==> src/rtl/fdtd_mem_word_wr.sv <==
// fdtd_mem_word_wr
// Single-word AXI4 write master for the FDTD user plugin. It is the
// write-side partner of the plugin's word-read master. A requester presents a
// word address, 32-bit data and byte strobe on a req/gnt handshake. The block
// then issues one single-beat INCR write on AW/W and waits for the B response.
// wr_gnt_o pulses when the response arrives, with wr_err_o taken from BRESP[1].
//
// Ports:
//   ACLK, ARESET       clock, synchronous active-high reset
//   AW*_o / AWREADY_i  write address channel (single beat, size 4 bytes, INCR)
//   W*_o / WREADY_i    write data channel (WLAST always 1)
//   B*_i / BREADY_o    write response channel (BID/BUSER ignored)
//   wr_req_i           request, held with stable payload until wr_gnt_o
//   wr_word_addr_i     word address (byte address = {word_addr, 2'b00})
//   wr_data_i          write data
//   wr_strb_i          byte enables
//   wr_gnt_o           one-cycle completion pulse
//   wr_err_o           error flag, valid with wr_gnt_o
//
// Optional feature: define FDTD_MEM_WR_TIMEOUT_EN to add a B-wait watchdog.
// After TIMEOUT_CYCLES cycles in WS_WAIT_B with no response, the block
// completes with an error. A late B response is then ignored.

module fdtd_mem_word_wr #(
  parameter int AXI4_ADDR_WIDTH = 32,
  parameter int AXI4_DATA_WIDTH = 32,
  parameter int AXI4_ID_WIDTH   = 16,
  parameter int AXI4_USER_WIDTH = 10,
  parameter int AXI_STRB_WIDTH  = AXI4_DATA_WIDTH / 8,
  parameter int TIMEOUT_CYCLES  = 1024
) (
  input  logic                       ACLK,
  input  logic                       ARESET,
  output logic [AXI4_ID_WIDTH-1:0]   AWID_o,
  output logic [AXI4_ADDR_WIDTH-1:0] AWADDR_o,
  output logic [7:0]                 AWLEN_o,
  output logic [2:0]                 AWSIZE_o,
  output logic [1:0]                 AWBURST_o,
  output logic                       AWLOCK_o,
  output logic [3:0]                 AWCACHE_o,
  output logic [2:0]                 AWPROT_o,
  output logic [3:0]                 AWREGION_o,
  output logic [AXI4_USER_WIDTH-1:0] AWUSER_o,
  output logic [3:0]                 AWQOS_o,
  output logic                       AWVALID_o,
  input  logic                       AWREADY_i,
  output logic [AXI4_DATA_WIDTH-1:0] WDATA_o,
  output logic [AXI_STRB_WIDTH-1:0]  WSTRB_o,
  output logic                       WLAST_o,
  output logic [AXI4_USER_WIDTH-1:0] WUSER_o,
  output logic                       WVALID_o,
  input  logic                       WREADY_i,
  input  logic [AXI4_ID_WIDTH-1:0]   BID_i,
  input  logic [1:0]                 BRESP_i,
  input  logic                       BVALID_i,
  input  logic [AXI4_USER_WIDTH-1:0] BUSER_i,
  output logic                       BREADY_o,
  input  logic                       wr_req_i,
  input  logic [AXI4_ADDR_WIDTH-3:0] wr_word_addr_i,
  input  logic [AXI4_DATA_WIDTH-1:0] wr_data_i,
  input  logic [AXI_STRB_WIDTH-1:0]  wr_strb_i,
  output logic                       wr_gnt_o,
  output logic                       wr_err_o
);

  typedef enum logic [1:0] {
    WS_IDLE,
    WS_SEND,
    WS_WAIT_B
  } wrState_t;

  wrState_t                   r_state;
  wrState_t                   w_stateNext;
  logic                       r_awPend;
  logic                       r_wPend;
  logic                       w_awPendNext;
  logic                       w_wPendNext;
  logic                       w_capture;
  logic                       w_gnt;
  logic                       w_err;
  logic                       w_bReady;
  logic                       w_timeout;
  logic [AXI4_ADDR_WIDTH-3:0] r_wordAddr;
  logic [AXI4_DATA_WIDTH-1:0] r_data;
  logic [AXI_STRB_WIDTH-1:0]  r_strb;

  // The B channel IDs and user bits carry nothing useful with a single
  // outstanding write. Only BRESP[1] separates success from failure.
  logic w_unused;
  assign w_unused = ^{BID_i, BUSER_i, BRESP_i[0]};

  // Fixed single-beat, 4-byte, INCR burst attributes
  assign AWID_o     = '0;
  assign AWLEN_o    = 8'd0;
  assign AWSIZE_o   = 3'd2;
  assign AWBURST_o  = 2'b01;
  assign AWLOCK_o   = 1'b0;
  assign AWCACHE_o  = 4'd0;
  assign AWPROT_o   = 3'd0;
  assign AWREGION_o = 4'd0;
  assign AWUSER_o   = '0;
  assign AWQOS_o    = 4'd0;
  assign WLAST_o    = 1'b1;
  assign WUSER_o    = '0;

  assign AWADDR_o  = {r_wordAddr, 2'b00};
  assign WDATA_o   = r_data;
  assign WSTRB_o   = r_strb;
  // The pend flags are only ever set while in WS_SEND, so they serve
  // directly as the registered valids.
  assign AWVALID_o = r_awPend;
  assign WVALID_o  = r_wPend;
  assign BREADY_o  = w_bReady;
  assign wr_gnt_o  = w_gnt;
  assign wr_err_o  = w_err;

`ifdef FDTD_MEM_WR_TIMEOUT_EN
  localparam int TO_W = (TIMEOUT_CYCLES > 1) ? $clog2(TIMEOUT_CYCLES) : 1;
  localparam logic [TO_W-1:0] TO_LAST = TO_W'(TIMEOUT_CYCLES - 1);

  logic [TO_W-1:0] r_toCnt;

  // The watchdog is held at zero outside WS_WAIT_B, so it always starts
  // from zero on entry. It counts every cycle that passes without a response.
  always_ff @(posedge ACLK) begin
    if (ARESET || (r_state != WS_WAIT_B)) begin
      r_toCnt <= '0;
    end else if (!BVALID_i) begin
      r_toCnt <= r_toCnt + 1'b1;
    end
  end

  assign w_timeout = (r_toCnt == TO_LAST);
`else
  localparam int unused_timeoutCycles = TIMEOUT_CYCLES;
  assign w_timeout = 1'b0;
`endif

  // Next-state and handshake decode. AW and W retire independently, and the
  // B wait starts once neither is still pending.
  always_comb begin
    w_stateNext  = r_state;
    w_awPendNext = r_awPend;
    w_wPendNext  = r_wPend;
    w_capture    = 1'b0;
    w_gnt        = 1'b0;
    w_err        = 1'b0;
    w_bReady     = 1'b0;
    case (r_state)
      WS_IDLE: begin
        if (wr_req_i) begin
          w_capture    = 1'b1;
          w_awPendNext = 1'b1;
          w_wPendNext  = 1'b1;
          w_stateNext  = WS_SEND;
        end
      end
      WS_SEND: begin
        w_awPendNext = r_awPend & ~AWREADY_i;
        w_wPendNext  = r_wPend & ~WREADY_i;
        if (!w_awPendNext && !w_wPendNext) begin
          w_stateNext = WS_WAIT_B;
        end
      end
      WS_WAIT_B: begin
        w_bReady = 1'b1;
        if (BVALID_i) begin
          w_gnt       = 1'b1;
          w_err       = BRESP_i[1];
          w_stateNext = WS_IDLE;
        end else if (w_timeout) begin
          w_gnt       = 1'b1;
          w_err       = 1'b1;
          w_stateNext = WS_IDLE;
        end
      end
      default: begin
        w_stateNext = WS_IDLE;
      end
    endcase
  end

  // State, pending flags and the payload captured at request time. The
  // payload stays stable until the next accepted request.
  always_ff @(posedge ACLK) begin
    if (ARESET) begin
      r_state    <= WS_IDLE;
      r_awPend   <= 1'b0;
      r_wPend    <= 1'b0;
      r_wordAddr <= '0;
      r_data     <= '0;
      r_strb     <= '0;
    end else begin
      r_state  <= w_stateNext;
      r_awPend <= w_awPendNext;
      r_wPend  <= w_wPendNext;
      if (w_capture) begin
        r_wordAddr <= wr_word_addr_i;
        r_data     <= wr_data_i;
        r_strb     <= wr_strb_i;
      end
    end
  end

endmodule

==> config.mk <==
export PLATFORM = sky130hd
export DESIGN_NAME = fdtd_mem_word_wr
export DESIGN_NICKNAME = d
export VERILOG_FILES = /design/src/rtl/fdtd_mem_word_wr.sv
export SDC_FILE = /design/constraint.sdc
export NUM_CORES = 1
export LEC_CHECK = 0
export BUFFER_PORTS_ARGS = -buffer_cell sky130_fd_sc_hd__buf_2
export CAP_MARGIN = 40
export CORE_AREA = 2 2 93 95
export DETAILED_ROUTE_END_ITERATION = 12
export DIE_AREA = 0 0 95 97
export HOLD_SLACK_MARGIN = 0.08
export PLACE_DENSITY = 0.75
export SYNTH_ARGS = -nofsm -noshare
export SYNTH_HDL_FRONTEND = slang
export SYNTH_SLANG_ARGS = --single-unit
==> constraint.sdc <==
create_clock -name ACLK -period 3.8 [get_ports ACLK]
set_input_delay 0.76 -clock ACLK [delete_from_list [all_inputs] [get_ports ACLK]]
set_output_delay 0.76 -clock ACLK [all_outputs]
set_load 0.01 [all_outputs]
==> metrics, run 1 <==
synthesized instance count between 300 and 400; number of cells traversed by the worst register-to-register path 4; height of the die 97 um; proportion of netlist area held by the largest area contributor 0.466; Sink Count 70; minimum period implied by the final worst setup slack roughly 2.1 ns; count of TritonRoute iterations in the first routing pass 4; required time reported for the critical path endpoint a little over 3 ns; final weighted congestion in routability-driven placement 0.748; number of hold buffers added after cts 0; vias after detailed routing 2636; data arrival time of the worst path approximately 1.3 ns; clock tree skew after final layout ~0.0063 ns; width of the die roughly 95 um; first-pass GRT wire length between 10 and 15 mm; drt via density about 4.2; maximum fanout count along the critical path 5; total number of placement rows 33; number of nets in the layout 614; cell breakdown of the critical path nor2b_1 > and3_1 > buf_2; worst hold start WDATA_o[17]$_SDFFE_PP0P_; portion of the post-synthesis area used by sequential elements 0.466; total I/O pin count between 200 and 250; initial antenna violation count 0; hold path depth 2; endpoint type of the worst setup path primary output; total of max-cap violations 0; r2r startpoint r_state[0]$_SDFFE_PP0P_; post-route antenna net violation count 0; length of routed met3 wiring just over 600 um; leakage component of the power between 1.5 and 2 nW; clk slew on worst S/H paths around 0.06 ns; Most used DFF post-synth sky130_fd_sc_hd__dfxtp_1; most area-hungry cell type in the Yosys netlist sky130_fd_sc_hd__dfxtp_1; crit path launch type flop; total negative setup slack 0 ns; number of enable flip-flop cells after synthesis 0; Max rail drop VDD between 0.0002 and 0.00025 V; Clock Tree Buf Depth 2; clock insertion delay at the later pin of the skew report around 0.33 ns; leading post-synthesis cells by cell area sky130_fd_sc_hd__dfxtp_1, sky130_fd_sc_hd__buf_4, sky130_fd_sc_hd__nand2_1, sky130_fd_sc_hd__a21oi_1, sky130_fd_sc_hd__buf_6; power density over cell area ~440 nW/um^2; CTS-repair resized insts 0; clock root buffer sky130_fd_sc_hd__clkbuf_8; global-route usage over all layers 0.144; synth unique cells 18; delay of the slowest cell on the worst path just over 0.4 ns; number of global-route vias before repair between 2k and 2.5k; gr ovfl total 0; Yosys Warn Count 0; unrepaired setup endpoints after global routing no; DP Wirelength roughly 4.9 mm; Critical-path top delay cell sky130_fd_sc_hd__dfxtp_1; dominant cell by count in the synthesized netlist sky130_fd_sc_hd__nand2_1; core footprint a little over 8000 um^2; highest routed metal layer met4; drt drc 0; TritonCTS clock tree built; port bufs approximately 140; outcome finished, final reports clean; post-route clock period utilization 0.544; Area Overhead vs Synth 21.2%; antenna cells 0; cell type group with the largest total delay on the critical path simple AND/OR/NAND/NOR gates; number of buffers inserted to repair setup after CTS 0; Cell Area, Placed approximately 3500 um^2; Final Slew Violations 0; fraction of registers with async set/reset 0; worst slew margin relative to its limit 0.553; Crit. path cell count 3; layout cell share with drive strength beyond 1 0.312; total wire length just under 7 mm; post-placement setup slack roughly 1.8 ns; clock buffers created by TritonCTS 9; capture endpoint of the worst hold path WDATA_o[17]$_SDFFE_PP0P_; CTS HTree Levels 3; Final Hold Violating Endpoints 0; Synth Cell Area roughly 3000 um^2; detailed-route wire length per cell 10.9 um; wl on met1 around 2.7 mm; Worst Path Class, Setup reg2out; R2R Path End r_wordAddr[12]$_SDFFE_PP0P_; class of the tightest hold or removal check reg2reg; most common library cells after synthesis sky130_fd_sc_hd__nand2_1, sky130_fd_sc_hd__buf_4, sky130_fd_sc_hd__dfxtp_1, sky130_fd_sc_hd__a21oi_1, sky130_fd_sc_hd__clkbuf_1; post-route cell area roughly 3600 um^2; reg2reg setup slack about 2.2 ns; Worst Tran Pin Value 0.670 ns; pin count of the biggest net entering global routing a little under 70; area of the die around 9200 um^2; initial cell density of the core 0.370; number of register bits inferred by synthesis 70; Avg Synthesized Cell Area between 7 and 8 um^2; Iter 0 DRT Violations 55; final worst-path setup slack 1.73 ns; fmax around 480 MHz; Setup Viol. Count Final 0; Filler Cell Count between 800 and 900; Buf/Inv on CP 1; DR WL met2 3.41 mm
==> registers in the layout, indices dropped and copies added (netlist names) <==
register    flops
WVALID_o        1
AWVALID_o       1
r_state         2
WSTRB_o         4
WDATA_o        32
r_wordAddr     30
==> worst register-to-register path: cells and delay by family (launching register included) <==
kind | cells | cell delay, ns
simple gates | 2 | 0.64
flops | 1 | 0.36
buf+inv | 1 | 0.34
compound gates | 1 | 0.09
==> kinds of logic (layout without fill, tap and decap cells) <==
family                 after synthesis  after routing  share of synthesized area
AO/OA/AOI/OAI                       71             71                      0.121
AND/OR/NAND/NOR                    148            148                      0.196
flip-flops                          70             70                      0.466
other                                2             68                    0.00249
buffers and inverters               91            159                      0.215
==> report_power, final <==
group	switching, mW	total (mW)	internal (mW)
clock	0.246	0.506	0.260
combinational	0.174	0.274	0.100
sequential	0.0263	0.813	0.786
==> cell usage in the layout (no fill, tap or decap) <==
cell,Yosys,routed
sky130_fd_sc_hd__o31ai_1,1,1
sky130_fd_sc_hd__buf_4,72,3
sky130_fd_sc_hd__buf_2,4,143
sky130_fd_sc_hd__nor2_1,3,3
sky130_fd_sc_hd__nand2_1,133,133
sky130_fd_sc_hd__nor2b_1,7,7
sky130_fd_sc_hd__o21ai_0,1,1
sky130_fd_sc_hd__and3_1,1,1
sky130_fd_sc_hd__nor3b_2,0,1
sky130_fd_sc_hd__clkinv_2,0,2
sky130_fd_sc_hd__a21oi_1,67,67
sky130_fd_sc_hd__and2_1,1,1
sky130_fd_sc_hd__dfxtp_1,70,70
sky130_fd_sc_hd__a2111oi_0,2,2
sky130_fd_sc_hd__or3b_2,0,1
sky130_fd_sc_hd__clkbuf_8,0,11
sky130_fd_sc_hd__conb_1,2,68
sky130_fd_sc_hd__nand2b_1,1,1
==> worst max path at each step <==
stage | end | slack (ns) | from
2_1_floorplan | WDATA_o[0]$_SDFFE_PP0P_ | 2.09 | wr_req_i
3_3_place_gp | WDATA_o[15]$_SDFFE_PP0P_ | 1.79 | wr_req_i
3_5_place_dp | r_wordAddr[27]$_SDFFE_PP0P_ | 1.77 | wr_req_i
4_1_cts | wr_err_o | 1.71 | r_state[1]$_SDFFE_PP0P_
5_1_grt | wr_err_o | 1.59 | r_state[1]$_SDFFE_PP0P_
6_report | wr_err_o | 1.73 | r_state[1]$_SDFFE_PP0P_
==> routing by layer <==
layer,track usage,vias up
li1,-,1332
met3,0.0522,2
met4,0.0379,0
met1,0.164,1178
met5,0,-
met2,0.249,124
==> per-stage QoR <==
step / std cells / power (mW) / util / hold WS, ns
after detailed placement: 608 / 1.11 / 0.429 / 0.443
final: 621 / 1.59 / 0.448 / 0.450
after CTS: 621 / 1.63 / 0.448 / 0.452
after global routing: 621 / 1.70 / 0.448 / 0.474
after floorplan: 448 / 1.06 / - / 0.481
after global placement: 608 / 1.10 / 0.429 / 0.439
==> layout make-up <==
cell class | count | area (um^2) | share of cell area
clock buffer | 11 | 151 | 0.0415
clock inverter | 2 | 10.0 | 0.00274
multi-input combinational | 287 | 1210 | 0.333
sequential | 70 | 1400 | 0.384
tap | 105 | 131 | 0.0360
timing repair buffer | 146 | 738 | 0.202
Power figures use the tool's default switching activity.
==> inputs of run 2 (changes only) <==
--- a/config.mk
+++ b/config.mk
@@ -7,11 +7,11 @@
 export LEC_CHECK = 0
 export BUFFER_PORTS_ARGS = -buffer_cell sky130_fd_sc_hd__buf_2
 export CAP_MARGIN = 40
-export CORE_AREA = 2 2 93 95
+export CORE_AREA = 2 2 91 93
 export DETAILED_ROUTE_END_ITERATION = 12
-export DIE_AREA = 0 0 95 97
+export DIE_AREA = 0 0 93 95
 export HOLD_SLACK_MARGIN = 0.08
-export PLACE_DENSITY = 0.75
+export PLACE_DENSITY = 0.78
 export SYNTH_ARGS = -nofsm -noshare
 export SYNTH_HDL_FRONTEND = slang
 export SYNTH_SLANG_ARGS = --single-unit
==> constraint.sdc (replaced) <==
create_clock -name ACLK -period 2.07 [get_ports ACLK]
set_input_delay 0.414 -clock ACLK [delete_from_list [all_inputs] [get_ports ACLK]]
set_output_delay 0.414 -clock ACLK [all_outputs]
set_load 0.01 [all_outputs]
==> metrics, run 2 (synthesis results as in run 1) <==
minimum period implied by the final worst setup slack between 1.5 and 2 ns; total area of sequential cells 1400 um^2 (unchanged); number of nets in the layout 617 (+0.49%); capture endpoint of the worst hold path AWVALID_o$_SDFFE_PP0P_; data arrival time of the worst path 1.33 ns (+0.02 ns); Clock Tree Buf Depth 2 (unchanged); height of the die 95 um (-2.1%); CTS-repair resized insts 0 (unchanged); CTS HTree Levels 3 (unchanged); Area Overhead vs Synth 23.0%; footprint of the multi-input gates 1210 um^2 (unchanged); net switching power figure 0.835 mW (+87%); Sink Count 70 (unchanged); endpoint type of the worst setup path primary output; clock tree skew after final layout 0.00534 ns (-0.000918 ns); total negative setup slack 0 ns (unchanged); share of total power consumed by net switching 0.276 (-0.00436); Filler Cell Count 802 (-2.2%); vias after detailed routing 2656 (+0.76%); Buf/Inv on CP 1 (unchanged); most common library cell in the layout ignoring fill and taps sky130_fd_sc_hd__buf_2; clock insertion delay at the later pin of the skew report 0.33 ns (about the same); Setup Viol. Count Final 0 (unchanged); gr ovfl total 0 (unchanged); final worst-path setup slack 0.323 ns (-1.41 ns); port bufs 143 (unchanged); total wire length 6.49 mm (-4.0%); Final Slew Violations 0 (unchanged); final weighted congestion in routability-driven placement 0.731 (-2.3%); cell type group with the largest total delay on the critical path simple AND/OR/NAND/NOR gates; leakage component of the power 1.88 nW (+1.2%); post-placement setup slack 0.499 ns (-1.27 ns); Worst Path Class, Setup reg2out; core footprint 7930 um^2 (-2.5%); power density over cell area 817 nW/um^2 (+87%); total of max-cap violations 0 (unchanged); delay of the slowest cell on the worst path 0.40 ns (about the same); drt via density 4.24 (-0.21%); combinational power share 0.169 (-0.003); fmax 572 MHz; Reg power frac 0.493 (-0.017); total I/O pin count 239 (unchanged); area of the die 8840 um^2 (-4.1%); drt drc 0 (unchanged); TritonCTS clock tree built; antenna cells 0 (unchanged); first-pass GRT wire length 10.2 mm (-4.8%); hold path depth 2 (unchanged); highest-count cells in the layout ignoring fill and taps sky130_fd_sc_hd__buf_2, sky130_fd_sc_hd__nand2_1, sky130_fd_sc_hd__dfxtp_1, sky130_fd_sc_hd__conb_1, sky130_fd_sc_hd__a21oi_1; post-route antenna net violation count 0 (unchanged); number of global-route vias before repair 2301 (-3.6%); number of buffers inserted to repair setup after CTS 0 (unchanged); post-route clock period utilization 0.844; total number of placement rows 33 (unchanged); reg2reg setup slack 0.63 ns (-1.61 ns); class of the tightest hold or removal check in2reg; r2r startpoint r_state[0]$_SDFFE_PP0P_; layout cell share with drive strength beyond 1 0.314 (+0.00216); unrepaired setup endpoints after global routing no; clock root buffer sky130_fd_sc_hd__clkbuf_8; required time reported for the critical path endpoint 1.66 ns (-1.38 ns); flip-flop count of the largest register after layout 32 (unchanged); number of hold buffers added after cts 0 (unchanged); worst hold start AWREADY_i; Critical-path top delay cell sky130_fd_sc_hd__dfxtp_1; outcome finished, final reports clean; width of the die 93 um (-2.1%); R2R Path End r_wordAddr[6]$_SDFFE_PP0P_; global-route usage over all layers 0.146 (+0.00218); Internal Power 2.19 mW (+91%); initial antenna violation count 0 (unchanged); Iter 0 DRT Violations 50 (-9.1%); clk slew on worst S/H paths 0.07 ns (about the same); pin count of the biggest net entering global routing 43 (-37%); Final Hold Violating Endpoints 0 (unchanged); detailed-route wire length per cell 10.4 um (-5.0%); crit path launch type flop; clock buffers created by TritonCTS 9 (unchanged); count of TritonRoute iterations in the first routing pass 4 (unchanged); Max rail drop VDD 0.000432 V (+88%); DP Wirelength 4.95 mm (+1.9%); clock network fraction of total power 0.338 (+0.020); initial cell density of the core 0.380 (+0.00964); cell breakdown of the critical path nor2b_1 > and2_1 > buf_2; number of cells traversed by the worst register-to-register path 4 (unchanged); maximum fanout count along the critical path 5 (unchanged)
-- run 2: changes by cell type in the layout (fill, tap and decap cells not counted), sizes merged --
cell      before  now
clkinvlp       0    1
buf          146  149
clkbuf        11   12
bufinv         0    1
-- run 2: how the worst max path moves through the flow --
| stage | start | end | slack, ns | depth (start not counted) |
|---|---|---|---|---|
| after detailed placement | wr_req_i | r_wordAddr[0]$_SDFFE_PP0P_ | 0.50 | 5 |
| after CTS | r_state[1]$_SDFFE_PP0P_ | wr_err_o | 0.30 | 3 |
| after global routing | r_state[1]$_SDFFE_PP0P_ | wr_gnt_o | 0.23 | 3 |
| after floorplan | wr_req_i | WDATA_o[0]$_SDFFE_PP0P_ | 0.71 | 6 |
| after global placement | wr_req_i | r_wordAddr[13]$_SDFFE_PP0P_ | 0.52 | 5 |
| final | r_state[1]$_SDFFE_PP0P_ | wr_gnt_o | 0.32 | 3 |
-- run 2: metrics by stage --
stage	cell area (um^2)	power (mW)	hold slack, ns	utilization	cells
after CTS	3700	3.08	0.277	0.467	627
after global placement	3520	2.02	0.439	0.444	611
after global routing	3700	3.21	0.292	0.467	627
after floorplan	3260	1.94	0.481	-	448
after detailed placement	3520	2.04	0.443	0.444	611
final	3700	3.02	0.295	0.467	627
-- run 2: area by class of cell --
class                   instances  share of cell area
clock buffers                  12              0.0365
clock inverters                 4              0.0128
multi-input cells             287               0.328
well taps                     105              0.0355
repair buffers                149               0.209
flip-flops and latches         70               0.378
-- run 2: power groups by stage --
stage                     registers [mW]  clock network, mW  logic (mW)
after floorplan                     1.57                  0       0.373
after global placement              1.52                  0       0.505
after detailed placement            1.52                  0       0.516
after CTS                           1.49               1.07       0.515
after global routing                1.50               1.12       0.584
final                               1.49               1.02       0.510
-- run 2: per-layer routing --
metal	vias to the layer above	track usage	share of wire
met5	-	0	0
met2	118	0.257	0.49
met3	6	0.0599	0.094
met4	0	0.0404	0.010
met1	1190	0.163	0.40
li1	1342	-	-
==> inputs of run 3 (changes only) <==
==> constraint.sdc (replaced) <==
create_clock -name ACLK -period 1.8 [get_ports ACLK]
set_input_delay 0.36 -clock ACLK [delete_from_list [all_inputs] [get_ports ACLK]]
set_output_delay 0.36 -clock ACLK [all_outputs]
set_load 0.01 [all_outputs]
==> metrics, run 3 (synthesis results as in run 1) <==
outcome finished, final reports clean; pin count of the biggest net entering global routing 43 (unchanged); Filler Cell Count 789 (-1.6%); Setup Viol. Count Final 0 (unchanged); worst hold slack after final layout 0.235 ns (-0.0597 ns); layout cell share with drive strength beyond 1 0.320 (+0.00575); Final Slew Violations 0 (unchanged); Area Overhead vs Synth 23.7%; global-route usage over all layers 0.145 (-0.000337); required time reported for the critical path endpoint 1.44 ns (-0.22 ns); total wire length 6.59 mm (+1.5%); class of the tightest hold or removal check in2reg; initial cell density of the core 0.380 (unchanged); Final Hold Violating Endpoints 0 (unchanged); unrepaired setup endpoints after global routing no; core footprint 7930 um^2 (unchanged); number of hold buffers added after cts 0 (unchanged); total number of placement rows 33 (unchanged); CTS HTree Levels 3 (unchanged); initial antenna violation count 0 (unchanged); endpoint type of the worst setup path primary output; data arrival time of the worst path 1.28 ns (-0.05 ns); drt via density 4.25 (+0.34%); total I/O pin count 239 (unchanged); first-pass GRT wire length 10.1 mm (-0.87%); number of cells traversed by the worst register-to-register path 4 (unchanged); highest-count cells in the layout ignoring fill and taps sky130_fd_sc_hd__buf_2, sky130_fd_sc_hd__nand2_1, sky130_fd_sc_hd__dfxtp_1, sky130_fd_sc_hd__conb_1, sky130_fd_sc_hd__a21oi_1; Max rail drop VDD 0.000419 V (-3.1%); vias after detailed routing 2665 (+0.34%); Clock Tree Buf Depth 2 (unchanged); flip-flop count of the largest register after layout 32 (unchanged); total negative setup slack 0 ns (unchanged); post-route antenna net violation count 0 (unchanged); r2r startpoint r_state[0]$_SDFFE_PP0P_; final weighted congestion in routability-driven placement 0.733 (+0.33%); capture endpoint of the worst hold path WVALID_o$_SDFFE_PP0P_; Sink Count 70 (unchanged); maximum fanout count along the critical path 5 (unchanged); Cell Area, Placed 3520 um^2 (unchanged); Worst Path Class, Setup reg2out; power density over cell area 955 nW/um^2 (+17%); area of the die 8840 um^2 (unchanged); final core utilization 0.470 (+0.00252); post-route clock period utilization 0.912; clock tree skew after final layout 0.00837 ns (+0.00304 ns); clock insertion delay at the later pin of the skew report 0.33 ns (about the same); fmax 609 MHz; number of nets in the layout 617 (unchanged); detailed-route wire length per cell 10.5 um (+1.5%); gr ovfl total 0 (unchanged); reg2reg setup slack 0.33 ns (-0.30 ns); drt drc 0 (unchanged); leakage component of the power 1.89 nW (+0.28%); clock root buffer sky130_fd_sc_hd__clkbuf_8; Iter 0 DRT Violations 36 (-28%); R2R Path End WDATA_o[29]$_SDFFE_PP0P_; hold path depth 2 (unchanged); total of max-cap violations 0 (unchanged); width of the die 93 um (unchanged); height of the die 95 um (unchanged); number of global-route vias before repair 2307 (+0.26%); worst hold start WREADY_i; count of TritonRoute iterations in the first routing pass 4 (unchanged); clk slew on worst S/H paths 0.07 ns (about the same); post-route cell area 3720 um^2 (+0.54%); TritonCTS clock tree built; most common library cell in the layout ignoring fill and taps sky130_fd_sc_hd__buf_2; antenna cells 0 (unchanged); port bufs 143 (unchanged); clock buffers created by TritonCTS 9 (unchanged); DP Wirelength 4.87 mm (-1.7%); minimum period implied by the final worst setup slack ~1.6 ns; crit path launch type flop
## run 3: metal layers
metal  GRT usage  up-vias  share of wire
li1            -     1345              -
met2       0.256      122           0.49
met3      0.0543        8          0.093
met5           0        -              0
met1       0.159     1190           0.41
met4      0.0564        0          0.011
## run 3: how the worst max path moves through the flow
stage          slack, ns                     from  cells past startpoint                           to
2_1_floorplan       0.49                 wr_req_i                      6      WDATA_o[0]$_SDFFE_PP0P_
3_3_place_gp        0.31                 wr_req_i                      5  r_wordAddr[15]$_SDFFE_PP0P_
3_5_place_dp        0.27                 wr_req_i                      5  r_wordAddr[21]$_SDFFE_PP0P_
4_1_cts             0.04  r_state[1]$_SDFFE_PP0P_                      3                     wr_err_o
5_1_grt             0.06  r_state[1]$_SDFFE_PP0P_                      3                     wr_err_o
6_report            0.16  r_state[1]$_SDFFE_PP0P_                      3                     wr_err_o
## run 3: timing repair
action / 4_1_cts / 5_1_grt
endpoints found under the setup margin: 0 / 1
buffers inserted: 0 / 0
gates resized for setup: 0 / 1
## run 3: final cells by class
type	instances	area, um^2	share of cell area
Clock buffer	11	141	0.0380
Clock inverter	5	58.8	0.0158
Multi-Input combinational cell	287	1220	0.327
Sequential cell	70	1400	0.376
Tap cell	105	131	0.0353
Timing Repair Buffer	149	773	0.208
## run 3: where the power goes
group | internal, mW | total [mW] | switching (mW) | leakage [nW]
combinational | 0.222 | 0.588 | 0.367 | 1.22
clock | 0.678 | 1.25 | 0.573 | 0.0955
sequential | 1.66 | 1.72 | 0.0571 | 0.575
total | 2.56 | 3.56 | 0.997 | 1.89
## run 3: metrics by stage
step                total power [mW]  cells  worst slack, ns
global route                    3.78    627           0.0573
finish                          3.56    627            0.159
detailed placement              2.34    611            0.272
global placement                2.32    611            0.308
CTS                             3.61    627           0.0435
floorplan                       2.23    448            0.495
## run 3: critical path, cell delays in order, from the launching register on
cell,delay [ns]
sky130_fd_sc_hd__dfxtp_1,0.41
sky130_fd_sc_hd__nor2b_2,0.25
sky130_fd_sc_hd__and3_1,0.17
sky130_fd_sc_hd__buf_2,0.12
